File: src/rtl/fft_stream_pkg.sv
// fft_stream_pkg: shared lane widths and complex word layout for the FFT input packer and output splitter.
package fft_stream_pkg;
  localparam int DEF_DATA_W = 32;
  localparam int DEF_FRAME_LEN = 1024;
  typedef struct packed {
    logic [DEF_DATA_W-1:0] im;
    logic [DEF_DATA_W-1:0] re;
  } cplx_t;
endpackage

File: src/rtl/fft_frame_packer_if.sv
// fft_frame_packer_if: real/imag input lanes and complex output stream of the FFT frame packer.
interface fft_frame_packer_if import fft_stream_pkg::*; #(parameter int DATA_W = DEF_DATA_W);
  logic [DATA_W-1:0] in1_Tdata, in2_Tdata;
  logic in1_Tvalid, in1_Tlast, in1_Tready;
  logic in2_Tvalid, in2_Tlast, in2_Tready;
  logic [2*DATA_W-1:0] out_Tdata;
  logic out_Tvalid, out_Tlast, out_Tready;
  modport master (
    output in1_Tdata, in1_Tvalid, in1_Tlast, in2_Tdata, in2_Tvalid, in2_Tlast, out_Tready,
    input in1_Tready, in2_Tready, out_Tdata, out_Tvalid, out_Tlast
  );
  modport slave (
    input in1_Tdata, in1_Tvalid, in1_Tlast, in2_Tdata, in2_Tvalid, in2_Tlast, out_Tready,
    output in1_Tready, in2_Tready, out_Tdata, out_Tvalid, out_Tlast
  );
endinterface

File: src/rtl/axis_hold_reg.sv
// axis_hold_reg: 1-entry lane hold register; refills in the same cycle it is popped.
module axis_hold_reg #(parameter int DATA_W = 32) (
  input  logic              clk,
  input  logic              rst,
  input  logic [DATA_W-1:0] i_data,
  input  logic              i_valid,
  input  logic              i_last,
  input  logic              i_pop,
  output logic              o_ready,
  output logic              o_hv,
  output logic [DATA_W-1:0] o_data,
  output logic              o_last
);
  logic r_hv, r_last;
  logic [DATA_W-1:0] r_data;
  assign o_ready = !rst && (!r_hv || i_pop);
  assign o_hv = r_hv;
  assign o_data = r_data;
  assign o_last = r_last;
  always_ff @(posedge clk) begin
    if (rst) begin
      r_hv <= 1'b0;
      r_data <= '0;
      r_last <= 1'b0;
    end else if (i_valid && o_ready) begin
      r_hv <= 1'b1;
      r_data <= i_data;
      r_last <= i_last;
    end else if (i_pop) begin
      r_hv <= 1'b0;
    end
  end
endmodule

File: src/rtl/fft_frame_packer.sv
// fft_frame_packer: pairs real/imag lanes into {imag, real} words and regenerates Tlast from a frame counter.
module fft_frame_packer import fft_stream_pkg::*; #(
  parameter int DATA_W = DEF_DATA_W,
  parameter int FRAME_LEN = DEF_FRAME_LEN,
  parameter int CNT_W = $clog2(FRAME_LEN)
) (
  input  logic             clk,
  input  logic             rst,
  fft_frame_packer_if.slave bus,
  output logic [CNT_W-1:0] frame_cnt,
  output logic             lane_err
);
  logic w_hv1, w_hv2, w_last1, w_last2, w_fire, w_wrap;
  logic [DATA_W-1:0] w_data1, w_data2;
  logic [2*DATA_W-1:0] r_data;
  logic r_valid, r_last, r_err;
  logic [CNT_W-1:0] r_cnt;
  axis_hold_reg #(.DATA_W(DATA_W)) u_hold1 (
    .clk(clk), .rst(rst), .i_data(bus.in1_Tdata), .i_valid(bus.in1_Tvalid), .i_last(bus.in1_Tlast),
    .i_pop(w_fire), .o_ready(bus.in1_Tready), .o_hv(w_hv1), .o_data(w_data1), .o_last(w_last1)
  );
  axis_hold_reg #(.DATA_W(DATA_W)) u_hold2 (
    .clk(clk), .rst(rst), .i_data(bus.in2_Tdata), .i_valid(bus.in2_Tvalid), .i_last(bus.in2_Tlast),
    .i_pop(w_fire), .o_ready(bus.in2_Tready), .o_hv(w_hv2), .o_data(w_data2), .o_last(w_last2)
  );
  assign w_fire = w_hv1 && w_hv2 && (!r_valid || bus.out_Tready);
  assign w_wrap = r_cnt == CNT_W'(FRAME_LEN - 1);
  assign bus.out_Tdata = r_data;
  assign bus.out_Tvalid = r_valid;
  assign bus.out_Tlast = r_last;
  assign frame_cnt = r_cnt;
  assign lane_err = r_err;
  always_ff @(posedge clk) begin
    if (rst) begin
      r_data <= '0;
      r_valid <= 1'b0;
      r_last <= 1'b0;
      r_cnt <= '0;
      r_err <= 1'b0;
    end else if (w_fire) begin
      r_data <= {w_data2, w_data1};
      r_valid <= 1'b1;
      r_last <= w_wrap;
      r_cnt <= w_wrap ? '0 : r_cnt + 1'b1;
      // lane markers are only audited; framing always follows the counter
      if (w_last1 != w_wrap || w_last2 != w_wrap) r_err <= 1'b1;
    end else if (bus.out_Tready) begin
      r_valid <= 1'b0;
    end
  end
endmodule

File: src/flat_wrapper.sv
// flat-port wrapper written by rule: the top's interface ports become plain ports
module fft_frame_packer_flat import fft_stream_pkg::*;
#(
  parameter int DATA_W = DEF_DATA_W,
  parameter int FRAME_LEN = DEF_FRAME_LEN,
  parameter int CNT_W = $clog2(FRAME_LEN)
)
  (clk, rst, frame_cnt, lane_err, bus_in1_Tdata, bus_in1_Tvalid, bus_in1_Tlast, bus_in2_Tdata, bus_in2_Tvalid, bus_in2_Tlast, bus_out_Tready, bus_in1_Tready, bus_in2_Tready, bus_out_Tdata, bus_out_Tvalid, bus_out_Tlast);
  fft_frame_packer_if #(.DATA_W(DATA_W)) bus_i ();
  input  logic clk;
  input  logic rst;
  output logic [CNT_W-1:0] frame_cnt;
  output logic lane_err;
  input wire logic [$bits(bus_i.in1_Tdata)-1:0] bus_in1_Tdata;
  input wire logic [$bits(bus_i.in1_Tvalid)-1:0] bus_in1_Tvalid;
  input wire logic [$bits(bus_i.in1_Tlast)-1:0] bus_in1_Tlast;
  input wire logic [$bits(bus_i.in2_Tdata)-1:0] bus_in2_Tdata;
  input wire logic [$bits(bus_i.in2_Tvalid)-1:0] bus_in2_Tvalid;
  input wire logic [$bits(bus_i.in2_Tlast)-1:0] bus_in2_Tlast;
  input wire logic [$bits(bus_i.out_Tready)-1:0] bus_out_Tready;
  output wire logic [$bits(bus_i.in1_Tready)-1:0] bus_in1_Tready;
  output wire logic [$bits(bus_i.in2_Tready)-1:0] bus_in2_Tready;
  output wire logic [$bits(bus_i.out_Tdata)-1:0] bus_out_Tdata;
  output wire logic [$bits(bus_i.out_Tvalid)-1:0] bus_out_Tvalid;
  output wire logic [$bits(bus_i.out_Tlast)-1:0] bus_out_Tlast;
  assign bus_i.in1_Tdata = bus_in1_Tdata;
  assign bus_i.in1_Tvalid = bus_in1_Tvalid;
  assign bus_i.in1_Tlast = bus_in1_Tlast;
  assign bus_i.in2_Tdata = bus_in2_Tdata;
  assign bus_i.in2_Tvalid = bus_in2_Tvalid;
  assign bus_i.in2_Tlast = bus_in2_Tlast;
  assign bus_i.out_Tready = bus_out_Tready;
  assign bus_in1_Tready = bus_i.in1_Tready;
  assign bus_in2_Tready = bus_i.in2_Tready;
  assign bus_out_Tdata = bus_i.out_Tdata;
  assign bus_out_Tvalid = bus_i.out_Tvalid;
  assign bus_out_Tlast = bus_i.out_Tlast;
  fft_frame_packer #(.DATA_W(DATA_W), .FRAME_LEN(FRAME_LEN), .CNT_W(CNT_W)) u_core (.clk(clk), .rst(rst), .bus(bus_i), .frame_cnt(frame_cnt), .lane_err(lane_err));
endmodule
File: config.mk
export PLATFORM = sky130hd
export DESIGN_NAME = fft_frame_packer_flat
export DESIGN_NICKNAME = d
export VERILOG_FILES = /design/src/rtl/fft_stream_pkg.sv /design/src/rtl/fft_frame_packer_if.sv /design/src/rtl/axis_hold_reg.sv /design/src/rtl/fft_frame_packer.sv /design/src/flat_wrapper.sv
export SDC_FILE = /design/constraint.sdc
export NUM_CORES = 1
export LEC_CHECK = 0
export ABC_AREA = 1
export CAP_MARGIN = 5
export CORE_MARGIN = 5
export CORE_UTILIZATION = 49
export DETAILED_ROUTE_END_ITERATION = 8
export MAX_ROUTING_LAYER = met4
export PLACE_DENSITY_LB_ADDON = 0.08
export SLEW_MARGIN = 20
export SYNTH_ARGS = -nofsm -noshare
export SYNTH_HDL_FRONTEND = slang
export SYNTH_HIERARCHICAL = 1
export SYNTH_SLANG_ARGS = --single-unit
File: constraint.sdc
create_clock -name clk -period 2.1 [get_ports clk]
set_input_delay 0.315 -clock clk [delete_from_list [all_inputs] [get_ports clk]]
set_output_delay 0.315 -clock clk [all_outputs]
set_load 0.1 [all_outputs]
; ---- Word-level counts from Yosys, hierarchy flattened
; Cells that the tools add are included.
; Widths: inputs -> output; s select.
[op_classes]
add_sub_neg = 1
eq_ne = 3
muxes = 6
reduce_logical = 18
[ops]
columns = op, count
row1 = $add 10x1->10 const B, 1
row2 = $eq 10x10->1 const B, 1
row3 = $mux 10, 1
row4 = $logic_and 1x1->1, 6
row5 = $reduce_bool 2->1, 3
row6 = $mux 1, 5
row7 = $logic_not 1->1, 4
row8 = $logic_or 1x1->1, 4
row9 = $ne 1x1->1, 2
row10 = $reduce_and 2->1, 1
[totals]
ff_bits = 145
out_inout_bits = 79

; ---- Longest topological paths before layout
[logic_depth]
ltp_word = 7
ltp_mapped = 9

; ---- Cells and area by module
; Netlist, hierarchy kept.
[by_module_without_submodules]
columns = mod, n_inst, cells_each, area_each_um2
row1 = axis_hold_reg, 2, 223, 1540.2
row2 = fft_frame_packer, 1, 370, 2839.0

; ---- Worst setup path before layout
; No wires, ideal clock.
[synth_path]
kind = register -> output
startpoint = register u_core.r_valid, in the netlist u_core/bus.out_Tvalid
endpoint = output port bus_in1_Tready
arrival_ns = 2.782
required_time_ns = 1.785
setup_slack_ns = -0.997
path_stages_with_launch = 5
path_buffers = 1
cell_sequence = dfxtp_1 > a21oi_4 > buf_2 > inv_1 > a21oi_1
[synth_between]
elab_chain_len = 5
[synth_rtl]
columns = element, line
row1 = start: declaration, fft_frame_packer.sv:16  ; logic r_valid, r_last, r_err;
row2 = start signal: assignment, fft_frame_packer.sv:36  ; r_valid <= 1'b0;
row3 = start signal: assignment, fft_frame_packer.sv:42  ; r_valid <= 1'b1;
row4 = start signal: assignment, fft_frame_packer.sv:48  ; r_valid <= 1'b0;
row5 = $logic_not 1->1, fft_frame_packer.sv:26  ; assign w_fire = w_hv1 && w_hv2 && (!r_valid || bus.out_Tready);
row6 = $logic_or 1x1->1, fft_frame_packer.sv:26
row7 = $logic_and 1x1->1, fft_frame_packer.sv:26
row8 = net u_core.w_fire, fft_frame_packer.sv:13  ; logic w_hv1, w_hv2, w_last1, w_last2, w_fire, w_wrap;
row9 = $logic_or 1x1->1, axis_hold_reg.sv:16  ; assign o_ready = !rst && (!r_hv || i_pop);
row10 = $logic_and 1x1->1, axis_hold_reg.sv:16
row11 = end: declaration, flat_wrapper.sv:21  ; output wire logic [$bits(bus_i.in1_Tready)-1:0] bus_in1_Tready;
; The timed path passes the listed nets, and every way through them passes these cells.

; ---- Worst setup path after layout
[layout_path]
startpoint = register u_core.u_hold1.r_hv, in the netlist u_core/u_hold1/o_hv
endpoint = output port bus_in1_Tready
[layout_between]
elab_chain_len = 4
word_cells_on_any_way = 5
[layout_rtl]
columns = element, line
row1 = start: declaration, axis_hold_reg.sv:14  ; logic r_hv, r_last;
row2 = start signal: assignment, axis_hold_reg.sv:22  ; r_hv <= 1'b0;
row3 = start signal: assignment, axis_hold_reg.sv:26  ; r_hv <= 1'b1;
row4 = start signal: assignment, axis_hold_reg.sv:30  ; r_hv <= 1'b0;
row5 = $logic_and 1x1->1 (2 in a row), fft_frame_packer.sv:26
row6 = $logic_or 1x1->1 (*), axis_hold_reg.sv:16
row7 = $logic_and 1x1->1 (*), axis_hold_reg.sv:16
; Mark *: on every way between the ends. The rest lies on a longest branch, timed or not.

==> impl_table.tex <==
\begin{tabular}{lr}
\hline
Metric & Value \\
\hline
\multicolumn{2}{l}{\textbf{Worst setup path}} \\
Worst reg2reg path endpoint & u\_core/u\_hold2/o\_data[12] \\
Reg2reg setup slack & between 0.3 and 0.4 ns \\
CP endpoint kind & output port \\
Reg2reg path depth & 7 \\
Cell chain of the critical path & nand2\_1 -> a21oi\_4 -> inv\_1 -> a21oi\_4 -> buf\_12 \\
Cell type of the slowest stage on the worst timing path & sky130\_fd\_sc\_hd\_\_dfxtp\_1 \\
Critical path's largest stage delay & $\sim$0.41 ns \\
CP Data Arrival Time & 1.66 ns \\
Maximum fanout along the worst path & 5 \\
Required time at the endpoint of the critical path & $\sim$1.8 ns \\
Kind of start point of the critical path & register \\
RR Startpoint & u\_core/u\_hold1/o\_hv \\
Crit path kind & register to output port \\
Most frequent CP cell & sky130\_fd\_sc\_hd\_\_a21oi\_4 \\
\multicolumn{2}{l}{\textbf{Logic synthesis}} \\
\#FFs+latches synth & 145 \\
Mean area per synthesized cell & just over 7 um2 \\
Cell type with the largest total area after synthesis & sky130\_fd\_sc\_hd\_\_dfxtp\_1 \\
Most numerous cell types in the synthesized netlist & 210 x sky130\_fd\_sc\_hd\_\_nor2\_1, 153 x sky130\_fd\_sc\_hd\_\_nand2\_1, 145 x sky130\_fd\_sc\_hd\_\_dfxtp\_1 \\
Predominant post-synthesis flop cell & sky130\_fd\_sc\_hd\_\_dfxtp\_1 \\
Post-synthesis cell type count & 29 \\
Cells after Synth & between 800 and 900 \\
Most frequent cell after synthesis & sky130\_fd\_sc\_hd\_\_nor2\_1 \\
Warnings from Yosys & 6 \\
Post-synthesis cell area & between 5000 and 6000 um2 \\
Post-synth EDFFs & 0 \\
Proportion of synthesized flip-flops having asynchronous set or reset & 0\% \\
Synthesized net count & just under 900 \\
Top area cells in the synthesized netlist & sky130\_fd\_sc\_hd\_\_dfxtp\_1 49\%, sky130\_fd\_sc\_hd\_\_nor2\_1 13\%, sky130\_fd\_sc\_hd\_\_nand2\_1 9.7\% \\
Sequential element share of the synthesized area & 49.0\% \\
Top cell type's share of synthesized area & about half \\
\multicolumn{2}{l}{\textbf{Die}} \\
Initial core utilization & between 40\% and 50\% \\
Site row count & 40 \\
Floorplan Core Area & between 10,000 and 15,000 um2 \\
Floorplan die height & between 100 and 150 um \\
Die footprint & roughly 14,000 um2 \\
Total I/O pin count & 150 \\
Die X & 120 um \\
\multicolumn{2}{l}{\textbf{Clocking}} \\
Worst-skew pair later-pin latency & between 0.4 and 0.5 ns \\
Clock-pin slew reported for the worst setup and hold paths after clock tree synthesis & $\sim$0.060 ns \\
Total CTS buffers & 17 \\
Clock tree buffer depth & 2 \\
Total clock sinks & roughly 150 \\
TritonCTS clock tree & built \\
Clock Tree Root & sky130\_fd\_sc\_hd\_\_clkbuf\_16 \\
Htree depth & 4 \\
Post-CTS sizing & 0 \\
\multicolumn{2}{l}{\textbf{Timing}} \\
Hold violation total from the final report & 0 \\
RSZ-0062 raised after global routing & no \\
Maximum clock rate & 507 MHz \\
Final setup violation count & 0 \\
Setup slack of the critical path after layout & roughly 0.13 ns \\
Max Slew Vio Count & 0 \\
Final Skew & 0.00391 ns \\
Relative max-transition margin & about 70\% \\
Final critical path time including I/O delays and setup & 1.97 ns \\
Post-route setup TNS & 0 ns \\
Worst hold margin & roughly 0.35 ns \\
Actual slew at the worst max-slew pin & 0.450 ns \\
Final worst-path cycle share & a little over nine tenths \\
\multicolumn{2}{l}{\textbf{Run}} \\
Number of max-cap violations & 0 \\
\multicolumn{2}{l}{\textbf{GRT}} \\
Number of antenna violations at the first check in global routing & 0 \\
Global-route track usage on met2 & between 30\% and 40\% \\
GR Util met3 & 5.84\% \\
GR met1 Demand/Resource & between 20\% and 30\% \\
Busiest metal layer after global routing & met2 \\
Maximum number of pins on one net before global-route repair & 51 \\
First-pass GRT wire length & $\sim$26,000 um \\
Congestion Overflow GR & 0 \\
All-Layer GR Usage & about 22\% \\
Vias in the first global route & between 5,000 and 6,000 \\
\multicolumn{2}{l}{\textbf{Worst hold path}} \\
Hold Path Class & input port to register \\
Instance count along the most critical hold path & 2 \\
Source of the worst hold timing path & rst \\
Hold worst-path end & u\_core/frame\_cnt[2] \\
\multicolumn{2}{l}{\textbf{Cells and area}} \\
Area growth, synth to finish & 33.2\% \\
Antenna fix cells & 0 \\
Ratio of cells with drive above 1 in the final layout & 14.9\% \\
Post-layout utilization of the core & 66.2\% \\
Post-route non-filler standard cell count & around 1,100 \\
Number of nets in the layout & $\sim$1,000 \\
\multicolumn{2}{l}{\textbf{Placement}} \\
Number of instances in the placed design & roughly 1,100 \\
Setup slack after placement & -0.0150 ns \\
Global placer's final weighted congestion & slightly above 0.8 \\
Number of buffers added on ports & around 150 \\
HPWL reported at the end of detailed placement & about 10,000 um \\
\multicolumn{2}{l}{\textbf{Outcome}} \\
Result of the run & completed \\
\multicolumn{2}{l}{\textbf{Power and ir drop}} \\
Leakage Power & about 3.6 nW \\
Power per unit of standard cell area & 943 nW/um2 \\
Worst supply voltage drop on vdd & roughly 0.59 mV \\
\multicolumn{2}{l}{\textbf{Route}} \\
DR vias/cell & slightly above 5 \\
Mean routed wirelength per cell & between 10 and 15 um \\
Overall routed net length & around 15,000 um \\
Count of TritonRoute iterations in the first routing pass & 6 \\
Remaining design rule violation count & 0 \\
DR iter-0 viols & around 440 \\
Count of vias placed by the detailed router & between 5,000 and 6,000 \\
Post-detailed-route count of antenna-violating nets & 0 \\
\hline
\end{tabular}
[power by group]
group	switching [W]	internal, W
logic	0.000955	0.000383
clock network	0.00108	0.00200
registers	0.0000900	0.00293
total	0.00212	0.00531
[registers in the layout (all words and copies together) (netlist names)]
signal / count
u_core/lane_err: 1
u_core/u_hold2/o_hv: 1
u_core/bus.out_Tlast: 1
u_core/u_hold1/o_hv: 1
u_core/u_hold1/o_last: 1
u_core/bus.out_Tdata: 64
u_core/u_hold2/o_data: 32
u_core/u_hold2/o_last: 1
u_core/u_hold1/o_data: 32
u_core/frame_cnt: 10
u_core/bus.out_Tvalid: 1
[cells by family (layout without fill, tap and decap cells)]
kind of cell / after synthesis / in the layout / share of synthesized area (%)
simple gates: 448 / 448 / 32.6
compound gates: 77 / 77 / 6.72
xor+xnor: 3 / 3 / 0.444
fa+ha+maj: 1 / 1 / 0.211
buf+inv: 142 / 284 / 11.0
flops: 145 / 145 / 49.0
[timing repair]
action	CTS	global route
hold buffers	0	0
setup buffers	0	2
endpoints found under the setup margin	0	2
[cells in the final DEF (no fill, tap or decap), types with 2 or more instances in the layout]
cell type	n
sky130_fd_sc_hd__inv_2	2
sky130_fd_sc_hd__buf_4	93
sky130_fd_sc_hd__inv_4	2
sky130_fd_sc_hd__dfxtp_1	144
sky130_fd_sc_hd__nand4_1	69
sky130_fd_sc_hd__xor2_1	2
sky130_fd_sc_hd__clkdlybuf4s50_1	69
sky130_fd_sc_hd__bufinv_16	2
sky130_fd_sc_hd__nor2_4	2
sky130_fd_sc_hd__buf_12	4
sky130_fd_sc_hd__clkbuf_1	4
sky130_fd_sc_hd__nand3_4	2
sky130_fd_sc_hd__a21oi_1	6
sky130_fd_sc_hd__a21oi_4	3
sky130_fd_sc_hd__nor3_1	2
sky130_fd_sc_hd__nand3_1	4
sky130_fd_sc_hd__clkbuf_16	17
sky130_fd_sc_hd__or2_2	2
sky130_fd_sc_hd__nand2_1	153
sky130_fd_sc_hd__nor2_1	210
sky130_fd_sc_hd__clkbuf_8	8
sky130_fd_sc_hd__nand2_2	2
sky130_fd_sc_hd__o21ai_0	66
sky130_fd_sc_hd__inv_1	82
[metal layers]
layer	routed length, um	up-vias	share of wire (%)
met5	0	-	0
met4	371	0	2.4
met3	907	28	5.9
met2	7430	164	49
met1	6570	2545	43
li1	-	2823	-
[how the worst max path moves through the flow]
stage,startpoint,end,slack (ns),depth (start not counted)
after floorplan,u_core/frame_cnt[0],u_core/frame_cnt[8],0.10,8
after global placement,bus_out_Tready,u_core/u_hold2/o_data[5],0.08,8
after detailed placement,bus_out_Tready,u_core/u_hold2/o_data[22],-0.01,8
after CTS,u_core/u_hold1/o_hv,bus_in1_Tready,0.04,5
after global routing,u_core/u_hold2/o_hv,bus_in1_Tready,0.03,5
final,u_core/u_hold1/o_hv,bus_in1_Tready,0.13,5
[cell type report]
| type | count | area [um2] |
|---|---|---|
| clock buffers | 29 | 551 |
| clock inverters | 3 | 65.1 |
| fillers | 1043 | 4020 |
| inverters | 86 | 328 |
| multi-input cells | 529 | 2390 |
| flip-flops and latches | 145 | 2900 |
| well taps | 147 | 184 |
| repair buffers | 166 | 1470 |
[stage by stage]
stage	total power (W)	area [um2]
2_1_floorplan	0.00403	5940
3_3_place_gp	0.00438	7260
3_5_place_dp	0.00441	7260
4_1_cts	0.00748	7870
5_1_grt	0.00772	7890
6_report	0.00744	7890
[critical path: cells and delay by family, from the launching register on]
family                 cells  cell delay [ns]
and+or+nand+nor            1             0.15
DFF                        1             0.41
buffers and inverters      2             0.31
AOI/OAI and AO/OA          2             0.36
No activity file was read; power rests on OpenSTA's default activity.
